<file path="src/rtl/lc4_commit_monitor.sv">
// Commit/performance monitor: classifies each gwe-qualified cycle, counts per class, queues committed records.
// Latency: counters and FIFO tail update on the sampling edge; head record is combinational from storage.
// Backpressure: rec_valid/rec_ready drain; a full FIFO without a same-edge pop drops the record and sets overflow.
// Optional feature macro: LC4_CM_WATCH_EN (PC watchpoint that freezes sampling).
module lc4_commit_monitor #(
  parameter int DEPTH = 16,
  parameter int CNT_W = 32
) (
  input  logic             clk,
  input  logic             rst,
  input  logic             gwe,
  input  logic [1:0]       test_stall,
  input  logic [15:0]      test_cur_pc,
  input  logic [15:0]      test_cur_insn,
  input  logic             test_regfile_we,
  input  logic [2:0]       test_regfile_wsel,
  input  logic [15:0]      test_regfile_data,
  input  logic             test_nzp_we,
  input  logic [2:0]       test_nzp_new_bits,
  input  logic             test_dmem_we,
  input  logic [15:0]      test_dmem_addr,
  input  logic [15:0]      test_dmem_data,
  input  logic             clear_counts,
`ifdef LC4_CM_WATCH_EN
  input  logic [15:0]      watch_pc,
  output logic             watch_hit,
`endif
  output logic [88:0]      rec_data,
  output logic             rec_valid,
  input  logic             rec_ready,
  output logic [CNT_W-1:0] cycle_count,
  output logic [CNT_W-1:0] exec_count,
  output logic [CNT_W-1:0] cache_stall_count,
  output logic [CNT_W-1:0] branch_stall_count,
  output logic [CNT_W-1:0] load_stall_count,
  output logic [CNT_W-1:0] drop_count,
  output logic             overflow
);

  localparam int AW = $clog2(DEPTH);
  localparam logic [AW:0] FULL_OCC = (AW+1)'(DEPTH);

  typedef enum logic {ST_RUN, ST_FROZEN} state_t;

  state_t           state_q, state_d;
  logic             hit_q, hit_d;

  logic [88:0]      mem_q [DEPTH];
  logic [AW-1:0]    wr_ptr_q, rd_ptr_q;
  logic [AW:0]      occ_q, occ_d;

  logic [CNT_W-1:0] cycle_q;
  logic [CNT_W-1:0] cls_q [4];
  logic [CNT_W-1:0] drop_q;
  logic             ovf_q;

  logic             sample, push, pop, full, push_ok, drop;
  logic [88:0]      new_rec;

  function automatic logic [CNT_W-1:0] sat_inc(input logic [CNT_W-1:0] v);
    return (&v) ? v : v + CNT_W'(1);
  endfunction

  assign new_rec = {test_cur_pc, test_cur_insn, test_regfile_we, test_regfile_wsel,
                    test_regfile_data, test_nzp_we, test_nzp_new_bits, test_dmem_we,
                    test_dmem_addr, test_dmem_data};

  // A sample only exists while running; FROZEN ignores gwe entirely.
  assign sample  = gwe & (state_q == ST_RUN);
  assign push    = sample & (test_stall == 2'd0);
  assign pop     = rec_valid & rec_ready;
  assign full    = (occ_q == FULL_OCC);
  // A same-edge pop frees a slot, so a full FIFO still accepts the push.
  assign push_ok = push & (~full | pop);
  assign drop    = push & full & ~pop;

  assign rec_valid = (occ_q != '0);
  assign rec_data  = rec_valid ? mem_q[rd_ptr_q] : '0;

  // Occupancy next-state from the push/pop pair.
  always_comb begin
    occ_d = occ_q;
    if (push_ok && !pop)      occ_d = occ_q + (AW+1)'(1);
    else if (!push_ok && pop) occ_d = occ_q - (AW+1)'(1);
  end

  // FIFO pointers and occupancy; reset discards everything queued.
  always_ff @(posedge clk) begin
    if (!rst) begin
      wr_ptr_q <= '0;
      rd_ptr_q <= '0;
      occ_q    <= '0;
    end else begin
      if (push_ok) wr_ptr_q <= wr_ptr_q + AW'(1);
      if (pop)     rd_ptr_q <= rd_ptr_q + AW'(1);
      occ_q <= occ_d;
    end
  end

  // Record storage; contents beyond occupancy are don't-care so no reset.
  always_ff @(posedge clk) begin
    if (push_ok) mem_q[wr_ptr_q] <= new_rec;
  end

  // Saturating counters and sticky overflow; clear beats any same-edge increment.
  always_ff @(posedge clk) begin
    if (!rst || clear_counts) begin
      cycle_q <= '0;
      for (int i = 0; i < 4; i++) cls_q[i] <= '0;
      drop_q  <= '0;
      ovf_q   <= 1'b0;
    end else begin
      if (sample) begin
        cycle_q           <= sat_inc(cycle_q);
        cls_q[test_stall] <= sat_inc(cls_q[test_stall]);
      end
      if (drop) begin
        drop_q <= sat_inc(drop_q);
        ovf_q  <= 1'b1;
      end
    end
  end

  // Run/frozen state register.
  always_ff @(posedge clk) begin
    if (!rst) begin
      state_q <= ST_RUN;
      hit_q   <= 1'b0;
    end else begin
      state_q <= state_d;
      hit_q   <= hit_d;
    end
  end

  // Next state: a committed watch-PC sample freezes; clear always returns to RUN.
  always_comb begin
    state_d = state_q;
    hit_d   = hit_q;
`ifdef LC4_CM_WATCH_EN
    if (push && (test_cur_pc == watch_pc)) begin
      state_d = ST_FROZEN;
      hit_d   = 1'b1;
    end
`endif
    if (clear_counts) begin
      state_d = ST_RUN;
      hit_d   = 1'b0;
    end
  end

`ifdef LC4_CM_WATCH_EN
  assign watch_hit = hit_q;
`endif

  assign cycle_count        = cycle_q;
  assign exec_count         = cls_q[0];
  assign cache_stall_count  = cls_q[1];
  assign branch_stall_count = cls_q[2];
  assign load_stall_count   = cls_q[3];
  assign drop_count         = drop_q;
  assign overflow           = ovf_q;

endmodule

</file>
<file path="config.mk">
export PLATFORM = sky130hd
export DESIGN_NAME = lc4_commit_monitor
export DESIGN_NICKNAME = d
export VERILOG_FILES = /design/src/rtl/lc4_commit_monitor.sv
export SDC_FILE = /design/constraint.sdc
export NUM_CORES = 1
export LEC_CHECK = 0
export ABC_CLOCK_PERIOD_IN_PS = 9400
export CAP_MARGIN = 30
export CORE_MARGIN = 2
export CORE_UTILIZATION = 35
export CTS_CLUSTER_DIAMETER = 100
export DETAILED_ROUTE_END_ITERATION = 12
export SETUP_SLACK_MARGIN = 0.3
export SYNTH_ARGS = -nofsm -noshare
export SYNTH_HDL_FRONTEND = slang
export SYNTH_SLANG_ARGS = --single-unit
</file>
<file path="constraint.sdc">
create_clock -name clk -period 9.4 [get_ports clk]
set_clock_uncertainty 0.1 [all_clocks]
set_input_delay 1.88 -clock clk [delete_from_list [all_inputs] [get_ports clk]]
set_output_delay 1.88 -clock clk [all_outputs]
set_load 0.01 [all_outputs]
</file>
; Yosys cells after proc, flatten, opt, wreduce, memory -nomap -nowiden
; Memory sizes are Yosys's and may differ from the RTL's. A register that Yosys moved wholly into a read port is not among the register bits.
; Index checks and enable logic that the tools add are counted.
[totals]
memories = 2
ff_bits = 78
ram_bits = 1552
input_bits = 96
[classes]
muxes = 16
bitwise_logic = 10
reduce_logical = 15
eq_ne = 1
addsub = 7
[memory_table]
columns = name, words, word_bits, read_ports, rd_clocked_by_memory_dff, write_ports, line_no
row1 = mem_q, 16, 89, 1, 1, 1, 48  ; logic [88:0] mem_q [DEPTH];
row2 = cls_q, 4, 32, 5, 0, 4, 53  ; logic [CNT_W-1:0] cls_q [4];
[ops]
columns = operator, n
row1 = adder 32 x 1 -> 32 bit (second input constant), 3
row2 = AND reduction 32 bit, 3
row3 = 2-to-1 mux 89 bit, 1
row4 = 2-to-1 mux 32 bit, 2
row5 = OR reduction 32 bit, 1
row6 = 2-to-1 mux 5 bit, 2
row7 = adder 4 x 1 -> 4 bit (second input constant), 2
row8 = 2-to-1 mux 1 bit, 8
row9 = 2-to-1 mux 4 bit, 2
row10 = adder 5 x 1 -> 5 bit (second input constant), 1
row11 = bitwise AND 1 bit, 5
row12 = == test 5 bit (second input constant), 1
row13 = nonzero test 5 bit, 1
row14 = subtractor 5 x 1 -> 5 bit (second input constant), 1
row15 = inverter 1 bit, 4
row16 = AND reduction 2 bit, 2
row17 = logical NOT 1 bit, 3
row18 = logical AND 1 bit, 2
row19 = logical NOT 2 bit, 1
row20 = 2-to-1 mux 2 bit, 1
row21 = nonzero test 2 bit, 1
row22 = logical OR 1 bit, 1
row23 = bitwise OR 1 bit, 1

; Longest topological paths before layout
[logic_depth]
ltp_word = 8
mapped_depth = 12
mapped_depth_nobuf = 11

; Least setup slack after synthesis
; Ideal clock, no wire load.
[synth_timing]
path_type = input port to flip-flop
startpoint = in gwe
endpoint = mem mem_q[3][0], enable pin
cell_stages = 6
setup_time_ns = 0.645
path_buffers = 2
setup_slack_ns = -0.454
arrival_time_ns = 9.109
required_ns = 8.655
cell_sequence = buf_2 or3b_1 clkbuf_1 nor2_1 nand2_1 nor3_1
[synth_between]
elab_chain_cells = 4
[synth_rtl]
columns = item, line_no
row1 = start: declaration, 11  ; input logic gwe,
row2 = bitwise AND 1 bit, 70  ; assign push = sample & (test_stall == 2'd0);
row3 = bitwise AND 1 bit, 74  ; assign push_ok = push & (~full | pop);
row4 = named net push_ok, 57  ; logic sample, push, pop, full, push_ok, drop;
row5 = 2-to-1 mux 1 bit, 102  ; if (push_ok) mem_q[wr_ptr_q] <= new_rec;
row6 = 2-to-1 mux 1 bit (implied by the code), 102
row7 = end: declaration, 48
; The timed path passes the listed nets, and every way through them passes these cells.

==> flow_metrics.env <==
export IMPL_use_met3=0.0405
export IMPL_ctsRootBufferMaster="clkbuf_16"
export IMPL_regArea_um2=48300
export IMPL_die_h_um=432
export IMPL_postSynthCellCount=3007
export IMPL_critPathArrivalTime_ps=4150
export IMPL_pre_cts_slack_ps=3040
export IMPL_cts_buffers=173
export IMPL_final_cells=5988
export IMPL_whs_path_depth=2
export IMPL_row_count=156
export IMPL_yosys_area_top_type_share=0.728
export IMPL_rsz0062_at_grt="no"
export IMPL_htree_num_levels=4
export IMPL_period_minus_slack_ps=6130
export IMPL_clock_latency_ps=810
export IMPL_drv_slew=0
export IMPL_routabilityCongestion=0.814
export IMPL_drc_errors=0
export IMPL_initial_utilization=0.353
export IMPL_hold_viol_final=0
export IMPL_grt_use_total=0.166
export IMPL_port_buffers=378
export IMPL_slew_headroom=0.261
export IMPL_postRouteAntennaNets=0
export IMPL_slowest_stage="buf_12"
export IMPL_antenna_found_initial=27
export IMPL_yosysMostFrequentCell="edfxtp_1"
export IMPL_first_global_vias=32100
export IMPL_postCtsHoldBufs=0
export IMPL_syn_to_final_growth_pct=19.6
export IMPL_synth_area_top_cells="edfxtp_1 73%, mux4_2 17%, dfxtp_1 2.6%"
export IMPL_place_area_um2=70900
export IMPL_fin_nets=3576
export IMPL_crit_path_max_fanout=96
export IMPL_synth_seq_cells=1634
export IMPL_place_inst=5659
export IMPL_crit_chain="buf_16 > buf_12 > mux4_2 > mux4_2 > and2_1 > clkdlybuf4s50_1"
export IMPL_synthesis_nets=3116
export IMPL_crit_path_frequent_cell="mux4_2"
export IMPL_rr_worst_depth=6
export IMPL_endpoint_kind="output port"
export IMPL_p_leak_nw=23.1
export IMPL_power_density_nw_per_um2=230
export IMPL_fmax_mhz=163
export IMPL_clock_tree_buffer_depth=3
export IMPL_r2r_slack_ps=5630
export IMPL_ys_top_cells_by_count="1,552 x edfxtp_1, 477 x mux4_2, 185 x nor2_1"
export IMPL_finalCritPeriodShare=0.653
export IMPL_busiest_layer="met2"
export IMPL_startpoint_type="flip-flop"
export IMPL_via_per_inst=5.28
export IMPL_postSynth_asyncResetShare=0
export IMPL_place_detailed_hpwl_um=82900
export IMPL_die_w_um=432
export IMPL_clk_pin_slew_ps=60
export IMPL_cts_setup_buffers=0
export IMPL_yosysWarningCount=0
export IMPL_cpPeakStageDelay_ps=610
export IMPL_use_met1=0.220
export IMPL_cts_tree="yes"
export IMPL_multiInputGateArea_um2=15200
export IMPL_cts_sinks=1634
export IMPL_grt_max_degree=150
export IMPL_synthFlopType="edfxtp_1"
export IMPL_synth_top_area_cell="edfxtp_1"
export IMPL_setup_viol=0
export IMPL_yosysSeqAreaShare=0.754
export IMPL_drt_total_wl_um=156000
export IMPL_criticalPathCategory="reg2out"
export IMPL_worstHoldPathType="reg2reg"
export IMPL_critPathRequiredTime_ps=7420
export IMPL_final_area_um2=76600
export IMPL_cts_resized=0
export IMPL_dieArea_um2=186000
export IMPL_finalWorstSetupSlack_ps=3270
export IMPL_first_pass_iters=8
export IMPL_synth_enable_flop_cells=1552
export IMPL_avgRoutedWirePerCell_um=26.0
export IMPL_fillerInstances=15700
export IMPL_post_route_util=0.423
export IMPL_ys_types=56
export IMPL_syn_area_per_cell_um2=21.3
export IMPL_grt_pass1_wl_um=226000
export IMPL_status="complete, no violations"
export IMPL_overflow=0
export IMPL_first_iter_violations=2992
export IMPL_drv_cap=0
export IMPL_drive_above_1_share=0.227
export IMPL_vias=31600
export IMPL_finalSetupTns_ps=0
export IMPL_synth_area_um2=64000
export IMPL_grtUsageMet2=0.273
export IMPL_core_area_um2=181000
export IMPL_tightest_slew_ps=1110
export IMPL_vdd_ir_drop_max_uv=166
export IMPL_io_pins=379
==> logic make-up (layout without fill, tap and decap cells) <==
logic type | Yosys count | count (layout) | share of synthesized area
flip-flops | 1634 | 1634 | 0.754
AO/OA/AOI/OAI | 98 | 98 | 0.0101
other | 0 | 7 | 0
AND/OR/NAND/NOR | 521 | 521 | 0.0419
XOR/XNOR | 85 | 85 | 0.0116
multiplexers | 483 | 483 | 0.169
adder cells (fa/ha/maj) | 13 | 13 | 0.00266
buffers and inverters | 173 | 777 | 0.0111
==> through the flow <==
step                power (W)  hold slack (ps)
finish                 0.0176              384
global route           0.0182              437
CTS                    0.0178              386
detailed placement     0.0112              373
global placement       0.0112              373
floorplan             0.00997              370
==> final cells by class <==
class | instances | area share
antenna | 7 | 0.000229
clock buffer | 214 | 0.0591
clock inverter | 105 | 0.0136
inverter | 14 | 0.000686
multi-input combinational | 1200 | 0.199
sequential | 1634 | 0.630
tap | 2370 | 0.0387
timing repair buffer | 444 | 0.0586
==> critical path, delay by kind of cell (launching register included) <==
kind,cells,cell delay (ps)
and+or+nand+nor,1,240
DFF,1,390
muxes,2,1110
buffers and inverters,3,1430
==> placed cells by master (no fill, tap or decap), drive strengths merged, types with 4 or more instances in the layout <==
master	netlist	layout
clkbuf	109	214
diode	0	7
and4	17	17
ha	12	12
dfxtp	82	82
nand2	52	52
a41o	4	4
a31oi	9	9
nor3	27	27
and3	14	14
inv	14	21
nand2b	4	4
and2	109	109
o21ai	16	16
nor2	185	185
nand3	38	38
nor4	12	12
xnor2	71	71
buf	50	67
clkinvlp	0	4
mux2i	6	6
mux4	477	477
edfxtp	1552	1552
xor2	14	14
a21oi	32	32
a211oi	12	12
or4	5	5
clkinv	0	82
clkdlybuf4s50	0	377
nand4	24	24
a2111oi	8	8
or3	13	13
nor4b	4	4
bufinv	0	12
==> flip-flops by register name (all words and copies together) (netlist names), named ones only <==
signal / flops
overflow: 1
mem_q: 1424
drop_count: 32
cycle_count: 32
cls_q: 128
rd_ptr_q: 4
wr_ptr_q: 4
occ_q: 5
==> report_power, final <==
part | internal (W) | total, W | switching [W]
combinational | 0.00152 | 0.00288 | 0.00136
clock | 0.00378 | 0.00664 | 0.00286
sequential | 0.00803 | 0.00808 | 0.0000528
total | 0.0133 | 0.0176 | 0.00427
==> final timing paths <==
| kind | to | startpoint |
|---|---|---|
| max | rec_data[70] | flip-flop |
| min | overflow$_SDFFE_PP0P_ | overflow$_SDFFE_PP0P_ |
| max reg2reg | mem_q[14][85]$_DFFE_PP_ | occ_q[0]$_SDFFE_PN0P_ |
| min reg2reg | overflow$_SDFFE_PP0P_ | overflow$_SDFFE_PP0P_ |
==> per-layer routing <==
metal	vias up	wire length [um]	part of all wire
met5	-	136	0.00087
met4	22	3490	0.022
met3	237	10900	0.070
met2	1041	76600	0.49
met1	16900	64700	0.42
li1	13400	-	-
Note: power is estimated with default switching activity, not from simulation.
